## src/rtl/alu_cmd_ctrl.sv

```systemverilog
// UART command controller: collects a num1/oper/num2 frame, drives the ALU operands,
// and answers with a status byte followed by the result byte.
module alu_cmd_ctrl #(
    parameter int TIMEOUT_CYC = 1_000_000,
    parameter int CNT_W       = 20
) (
    input  logic       clk,
    input  logic       rst,
    input  logic       rx_valid,
    input  logic [7:0] rx_data,
    input  logic       tx_busy,
    output logic       tx_start,
    output logic [7:0] tx_data,
    output logic [7:0] alu_num1,
    output logic [7:0] alu_num2,
    output logic [3:0] alu_oper,
    input  logic [7:0] alu_result,
    output logic       busy,
    output logic       err
);

    typedef enum logic [2:0] {
        IDLE, GET_OP, GET_NUM2, EXEC, TX_STAT, GAP_STAT, TX_RES, GAP_RES
    } state_t;

    localparam logic [CNT_W-1:0] TIMEOUT_VAL = CNT_W'(TIMEOUT_CYC);

    state_t           state_q, state_d;
    logic [7:0]       num1_q, num1_d;
    logic [7:0]       num2_q, num2_d;
    logic [3:0]       oper_q, oper_d;
    logic [7:0]       oper_raw_q, oper_raw_d;
    logic [7:0]       status_q, status_d;
    logic [7:0]       result_q, result_d;
    logic [CNT_W-1:0] cnt_q, cnt_d;
    logic [7:0]       exec_status;
    logic             tx_start_c, err_c, busy_c;
    logic [7:0]       tx_data_c;

    // 0x00 ok, 0x01 unknown opcode byte, 0x02 divide/remainder by zero
    function automatic logic [7:0] calc_status(input logic [7:0] oper, input logic [7:0] n2);
        logic [7:0] st;
        case (oper)
            8'h00, 8'h01, 8'h02: st = 8'h00;
            8'h04, 8'h08:        st = (n2 == 8'h00) ? 8'h02 : 8'h00;
            default:             st = 8'h01;
        endcase
        return st;
    endfunction

    always_comb begin
        state_d     = state_q;
        num1_d      = num1_q;
        num2_d      = num2_q;
        oper_d      = oper_q;
        oper_raw_d  = oper_raw_q;
        status_d    = status_q;
        result_d    = result_q;
        cnt_d       = cnt_q;
        tx_start_c  = 1'b0;
        tx_data_c   = 8'h00;
        err_c       = 1'b0;
        busy_c      = 1'b0;
        exec_status = calc_status(oper_raw_q, num2_q);

        case (state_q)
            IDLE: begin
                cnt_d = '0;
                if (rx_valid) begin
                    num1_d  = rx_data;
                    state_d = GET_OP;
                end
            end
            GET_OP: begin
                // Expiry is tested before rx_valid so a late byte is dropped
                if (cnt_q == TIMEOUT_VAL) begin
                    err_c   = 1'b1;
                    cnt_d   = '0;
                    state_d = IDLE;
                end else if (rx_valid) begin
                    oper_d     = rx_data[3:0];
                    oper_raw_d = rx_data;
                    cnt_d      = '0;
                    state_d    = GET_NUM2;
                end else begin
                    cnt_d = cnt_q + CNT_W'(1);
                end
            end
            GET_NUM2: begin
                if (cnt_q == TIMEOUT_VAL) begin
                    err_c   = 1'b1;
                    cnt_d   = '0;
                    state_d = IDLE;
                end else if (rx_valid) begin
                    num2_d  = rx_data;
                    cnt_d   = '0;
                    state_d = EXEC;
                end else begin
                    cnt_d = cnt_q + CNT_W'(1);
                end
            end
            EXEC: begin
                busy_c   = 1'b1;
                status_d = exec_status;
                result_d = (exec_status == 8'h00) ? alu_result : 8'h00;
                err_c    = (exec_status != 8'h00);
                state_d  = TX_STAT;
            end
            TX_STAT: begin
                busy_c    = 1'b1;
                tx_data_c = status_q;
                if (!tx_busy) begin
                    tx_start_c = 1'b1;
                    state_d    = GAP_STAT;
                end
            end
            GAP_STAT: begin
                busy_c  = 1'b1;
                state_d = TX_RES;
            end
            TX_RES: begin
                busy_c    = 1'b1;
                tx_data_c = result_q;
                if (!tx_busy) begin
                    tx_start_c = 1'b1;
                    state_d    = GAP_RES;
                end
            end
            GAP_RES: begin
                busy_c  = 1'b1;
                state_d = IDLE;
            end
            default: state_d = IDLE;
        endcase

        // Outputs decode the current state, so hold them quiet while reset is applied
        if (rst) begin
            tx_start_c = 1'b0;
            tx_data_c  = 8'h00;
            err_c      = 1'b0;
            busy_c     = 1'b0;
        end
    end

    always_ff @(posedge clk) begin
        if (rst) begin
            state_q    <= IDLE;
            num1_q     <= 8'h00;
            num2_q     <= 8'h00;
            oper_q     <= 4'h0;
            oper_raw_q <= 8'h00;
            status_q   <= 8'h00;
            result_q   <= 8'h00;
            cnt_q      <= '0;
        end else begin
            state_q    <= state_d;
            num1_q     <= num1_d;
            num2_q     <= num2_d;
            oper_q     <= oper_d;
            oper_raw_q <= oper_raw_d;
            status_q   <= status_d;
            result_q   <= result_d;
            cnt_q      <= cnt_d;
        end
    end

    assign tx_start = tx_start_c;
    assign tx_data  = tx_data_c;
    assign err      = err_c;
    assign busy     = busy_c;
    assign alu_num1 = num1_q;
    assign alu_num2 = num2_q;
    assign alu_oper = oper_q;

endmodule
```

## config.mk

```make
export PLATFORM = sky130hd
export DESIGN_NAME = alu_cmd_ctrl
export DESIGN_NICKNAME = d
export VERILOG_FILES = /design/src/rtl/alu_cmd_ctrl.sv
export SDC_FILE = /design/constraint.sdc
export NUM_CORES = 1
export LEC_CHECK = 0
export BUFFER_PORTS_ARGS = -buffer_cell sky130_fd_sc_hd__buf_4
export CELL_PAD_IN_SITES_DETAIL_PLACEMENT = 0
export CELL_PAD_IN_SITES_GLOBAL_PLACEMENT = 1
export CORE_MARGIN = 8
export CORE_UTILIZATION = 29
export DETAILED_ROUTE_END_ITERATION = 8
export GPL_ROUTABILITY_DRIVEN = 0
export PLACE_DENSITY = 0.7
export SLEW_MARGIN = 15
export SYNTH_ARGS = -nofsm -noshare
export SYNTH_HDL_FRONTEND = slang
export SYNTH_SLANG_ARGS = --single-unit
```

## constraint.sdc

```tcl
create_clock -name clk -period 2.7 [get_ports clk]
set_input_delay 0.405 -clock clk [delete_from_list [all_inputs] [get_ports clk]]
set_output_delay 0.405 -clock clk [all_outputs]
set_load 0.02 [all_outputs]
```

# Yosys cells after proc, flatten, opt, wreduce, memory -nomap -nowiden
# Cells that the tools add are included.
# W data, S select, Z words.
classes:
  add_sub_neg: 1
  eq_ne: 17
  muxes: 24
  n_bitwise: 1
  reduce_logical: 15
op_table:
  columns: ["operator", "n"]
  rows:
  - ["$mux W20", 2]
  - ["$pmux W20 S2", 1]
  - ["$logic_not A8 Y1", 3]
  - ["$pmux W3 S8", 1]
  - ["$mux W3", 7]
  - ["$add A20 B1 Y20 const B", 1]
  - ["$eq A20 B20 Y1 const B", 1]
  - ["$mux W8", 2]
  - ["$pmux W8 S2", 1]
  - ["$eq A3 B3 Y1 const B", 4]
  - ["$eq A8 B1 Y1 const B", 1]
  - ["$eq A8 B2 Y1 const B", 1]
  - ["$eq A8 B3 Y1 const B", 1]
  - ["$eq A8 B4 Y1 const B", 1]
  - ["$reduce_bool A8 Y1", 1]
  - ["$mux W1", 7]
  - ["$eq A3 B2 Y1 const B", 2]
  - ["$ne A2 B2 Y1 const B", 3]
  - ["$ne A3 B3 Y1 const B", 2]
  - ["$reduce_and A3 Y1", 2]
  - ["$reduce_or A2 Y1", 3]
  - ["$reduce_and A5 Y1", 1]
  - ["$reduce_or A5 Y1", 1]
  - ["$pmux W2 S2", 1]
  - ["other kinds (8)", 8]
word_totals:
  reg_bits: 67
  inputBits: 20
  output_inout_bits: 31
  wordCells: 66

# Depth between registers and ports, before layout
logic_depth:
  word_depth: 6
  mapped_depth: 8
  depth_no_buf: 7

# Worst setup path before layout
# OpenSTA, ideal clock, no wires.
synth_timing:
  path_type: "register -> output"
  from: "register cnt_q[2]"
  to: "output port err"
  t_arrival_ps: 1916
  required_time_ps: 2295
  path_slack_ps: 379
  stages_incl_launch_ff: 7
  n_path_buf: 1
  path_cell_list: "dfxtp_1 -> or4_4 -> nor3_1 -> and3_1 -> clkbuf_1 -> o211ai_1 -> o21ai_0"
synth_between:
  elab_chain_cells: 4
synth_rtl:
  columns: ["element", "line", "source"]
  rows:
  - ["from (decl)", "35", "logic [CNT_W-1:0] cnt_q, cnt_d;"]
  - ["from (signal assigned)", "163", "cnt_q <= cnt_d;"]
  - ["$eq A20 B20 Y1", "76, 90", null]
  - ["$mux W1", "76, 90", null]
  - ["$pmux W1 S2", "66", "case (state_q)"]
  - ["$mux W1", "137", "if (rst) begin"]
  - ["to (decl)", "19", "output logic err"]
# Every way passes these cells.

# Final worst setup path
# Same ends and word-level chain as after synthesis.

==> run summary <==
The combined global-route utilization of all metal layers is approximately an eighth. In this run the number of cells on the critical path is 6. The critical path is of the register to output port type. The async set or reset register ratio after synthesis is 0%. The most used flip-flop cell after synthesis is sky130_fd_sc_hd__dfxtp_1. Dividing the detail-routed via count by the number of cells gives approximately 5.0.

The final critical path takes up between 90% and 100% of the cycle. Measured along the y axis, the die boundary spans between 100 and 150 um. The number of nets with antenna violations after routing is 0. Entering global routing, the biggest net connects 36 pins. Together, buffers and inverters on the worst path number 1. The count of pins on the block boundary is 51. The first detailed-routing pass ran for 4 iterations. The post-layout instance count excluding filler cells is 520.

TritonCTS built the clock tree. The number of remaining DRC errors came out at 0. Yosys mapped the design onto 51 distinct sky130hd cell types. The post-route setup TNS came out at 0 ps. The sequential cell area fraction in the yosys report came out at about two fifths. The flow ran to the end, and the final reports show no timing, DRC or antenna violations. Along the worst path, the maximum fanout reaches 8. The routed design has 7.67 mm of wire. Cell internal power was estimated by the tool at ~1.4 mW. STA classifies the critical path startpoint as a register. The max-slew violation total from the final report came out at 0.

A synthesized cell averages 8.23 um2. The switching power total is between 0.5 and 0.6 mW. The number of nets in the synthesized netlist is about 360. The clock latency on the worst-skew pair is approximately 340 ps.

Across all layers, the routed design uses 2625 vias. The cell sitting at the root of the clock tree is a sky130_fd_sc_hd__clkbuf_8. The class of the most critical hold timing path is input pin to register.

The HPWL after detailed placement is around 5.6 mm. The top cell type's share of synthesized area came out at about two fifths. Setup repair after global routing left no endpoint under its margin. The kind of cell adding the most delay to the critical path is simple AND/OR/NAND/NOR gates. Of the cells placed in the final design, the portion with a size suffix greater than 1 is 21.7%. The share of total power dissipated in combinational logic is around an eighth. The clock input transition at the sequential cells of the worst setup and hold paths came out at 70 ps. The synthesized design contains 0 enable-type register cells. Walking the worst path, the cells encountered are or4_4 -> nor3_1 -> and3_1 -> o211ai_1 -> o21ai_0 -> buf_4. The relative slew slack is 44.6%.

The number of global-route vias before repair is about 2600. The die covers between 10000 and 15000 um2. The per-cell routed wire length came out at roughly 15 um. The critical path data required time is around 2300 ps.

Summing every instance area after synthesis gives 2770 um2. The number of synthesis warnings came out at 0. The total congestion overflow is 0. The layout has about 1000 filler cells. The delay contributed by the slowest stage of the critical path came out at slightly below 600 ps. The leakage power is ~1.3 nW.

Across the run, the number of max-cap violations was 0. In this run the power density over the cells is approximately 570 nW/um2. The number of buffers created by CTS came out at 9.

After floorplanning, the core was divided into 35 placement rows. After floorplanning, the core was sized to cover between 9000 and 10000 um2. The wire length of the first global-routing pass is ~13 mm. The final critical-path required period is roughly 2500 ps. Clock skew on the completed layout was measured at approximately 7.5 ps.

The initial antenna violation count was 0. The count of input and output buffers came out at 50. STA classifies the critical path endpoint as an output port. The buffer levels on the longest clock path is 2. The count of endpoints failing hold in the final timing report is 0. The flip-flop and latch count after synthesis came out at 57. The maximum level of the CTS H-tree came out at 3. Counting instances, the worst hold path has a depth of 2.

The post-cts gate resize count came out at 0. Once the floorplan was initialized, standard cells occupied 30.0% of the core. The cts-stage hold buffer count came out at 0. The number of sinks handled by clock tree synthesis is 57.

The number of cells on the worst reg-to-reg path is 5. The switching share of power is around 28%. The count of endpoints failing setup in the final report is 0. The number of nets in the finished design is approximately 400. The synthesized instance count is roughly 340. The largest total area in the synthesized netlist belongs to sky130_fd_sc_hd__dfxtp_1. Counting tap cells, the placed design contains a total of a little over 500 instances.

The slowest stage of the critical path belongs to the cell sky130_fd_sc_hd__or4_4. By area the synthesized netlist is led by sky130_fd_sc_hd__dfxtp_1 41%, sky130_fd_sc_hd__nand2_1 5.3%, sky130_fd_sc_hd__a21oi_1 4.9%, sky130_fd_sc_hd__nand3_1 4.7%, sky130_fd_sc_hd__mux2i_1 4.3%. The layout overhead on the synthesized area is 24.9%. The horizontal die dimension is 114 um. The transition at the pin with the smallest max-transition slack is 825 ps. Across the VDD grid, the largest voltage drop is 0.194 mV. Static timing analysis puts the maximum clock frequency at ~400 MHz. The data arrival time of the worst path is approximately 2100 ps.

The fraction of power consumed by sequential logic came out at 45.6%. The total inserted antenna cells came out at 0. For this block, the initial DRC count from the detailed router was between 100 and 150. The relative contribution of the clock network to total power came out at around two fifths. The number of setup buffers added after CTS is 0.
## worst register-to-register path, delay by kind of cell (launching register included)
kind            cells  cell delay [ps]
mux                 1              240
flops               1              370
compound gates      1              340
simple gates        3             1210
## worst paths after layout
| kind | start | endpoint | slack [ps] |
|---|---|---|---|
| setup / recovery | cnt_q[2] | err | 160 |
| hold / removal | alu_result[6] | result_q[6] | 270 |
| setup reg to reg | cnt_q[2] | alu_num2[0] | 440 |
| hold reg to reg | alu_num1[3] | alu_num1[3] | 460 |
## through the flow
stage / power, mW / hold slack [ps] / setup WS (ps) / instance area (um2) / utilization, %
4_1_cts: 1.99 / 257 / 113 / 3460 / 37.5
3_3_place_gp: 1.16 / 447 / 481 / 3260 / 35.3
6_report: 1.96 / 273 / 160 / 3460 / 37.5
2_1_floorplan: 1.06 / 439 / 379 / 2770 / -
5_1_grt: 2.06 / 261 / 2.58 / 3460 / 37.5
3_5_place_dp: 1.16 / 456 / 446 / 3260 / 35.3
## metal layers
layer  track usage, %  routed length, um  part of all wire, %
met1             14.3               3600                   47
met4             4.35                 76                 0.99
met3             3.70                404                  5.3
met5                0                  0                    0
met2             20.0               3590                   47
## power groups by stage
| stage | sequential [mW] | clock, mW | combinational [mW] |
|---|---|---|---|
| 2_1_floorplan | 0.916 | 0 | 0.148 |
| 3_3_place_gp | 0.914 | 0 | 0.247 |
| 3_5_place_dp | 0.915 | 0 | 0.247 |
| 4_1_cts | 0.895 | 0.849 | 0.248 |
| 5_1_grt | 0.901 | 0.889 | 0.271 |
| 6_report | 0.895 | 0.825 | 0.244 |
## cell usage in the layout, fill, tap and decap left out, types with 10 or more instances in the layout
cell / n
sky130_fd_sc_hd__a21oi_1: 27
sky130_fd_sc_hd__a31oi_1: 13
sky130_fd_sc_hd__buf_4: 57
sky130_fd_sc_hd__clkbuf_8: 10
sky130_fd_sc_hd__dfxtp_1: 57
sky130_fd_sc_hd__mux2i_1: 12
sky130_fd_sc_hd__nand2_1: 39
sky130_fd_sc_hd__nand3_1: 26
sky130_fd_sc_hd__nor2_1: 32
sky130_fd_sc_hd__o21ai_1: 14
## final cells by class
type                    instances  area (um2)  share of cell area (%)
well taps                     129         161                    4.66
clock inverters                 6        67.6                    1.95
flip-flops and latches         57        1140                    32.9
repair buffers                 57         428                    12.4
clock buffers                  10         138                    3.97
multi-input cells             257        1510                    43.7
inverters                       4        15.0                   0.434
## logic make-up (layout without fill, tap and decap cells)
family                   count (synthesis)  after routing  share of synthesized area (%)
AND/OR/NAND/NOR                        158            158                           29.9
XOR/XNOR                                 2              2                          0.632
AO/OA/AOI/OAI                           82             82                           18.5
adder cells (fa/ha/maj)                  3              3                           1.26
flip-flops                              57             57                           41.2
multiplexers                            12             12                           4.33
buffers and inverters                   23             77                           4.29
## sequential cells by signal (all words and copies together), names as in the netlist
name        count
cnt_q          20
alu_num1        8
alu_num2        8
result_q        8
oper_raw_q      5
alu_oper        3
state_q         3
status_q        2
## Yosys cell counts (3+ instances only)
cell and count:
sky130_fd_sc_hd__o21ai_1 14, sky130_fd_sc_hd__clkbuf_1 10, sky130_fd_sc_hd__nor4_1 5, sky130_fd_sc_hd__or4_1 6, sky130_fd_sc_hd__buf_4 6, sky130_fd_sc_hd__o21ai_0 5
sky130_fd_sc_hd__a21oi_1 27, sky130_fd_sc_hd__dfxtp_1 57, sky130_fd_sc_hd__o211ai_1 3, sky130_fd_sc_hd__mux2i_1 12, sky130_fd_sc_hd__nand4_1 5, sky130_fd_sc_hd__and3_1 4
sky130_fd_sc_hd__nor2b_1 3, sky130_fd_sc_hd__nor2_1 32, sky130_fd_sc_hd__a22o_1 8, sky130_fd_sc_hd__a31oi_1 13, sky130_fd_sc_hd__or3_1 4, sky130_fd_sc_hd__inv_1 4
sky130_fd_sc_hd__and4_1 3, sky130_fd_sc_hd__nand2_1 39, sky130_fd_sc_hd__nand3_1 26, sky130_fd_sc_hd__nor3_1 8, sky130_fd_sc_hd__and2_1 7
No activity file was read; power rests on OpenSTA's default activity.
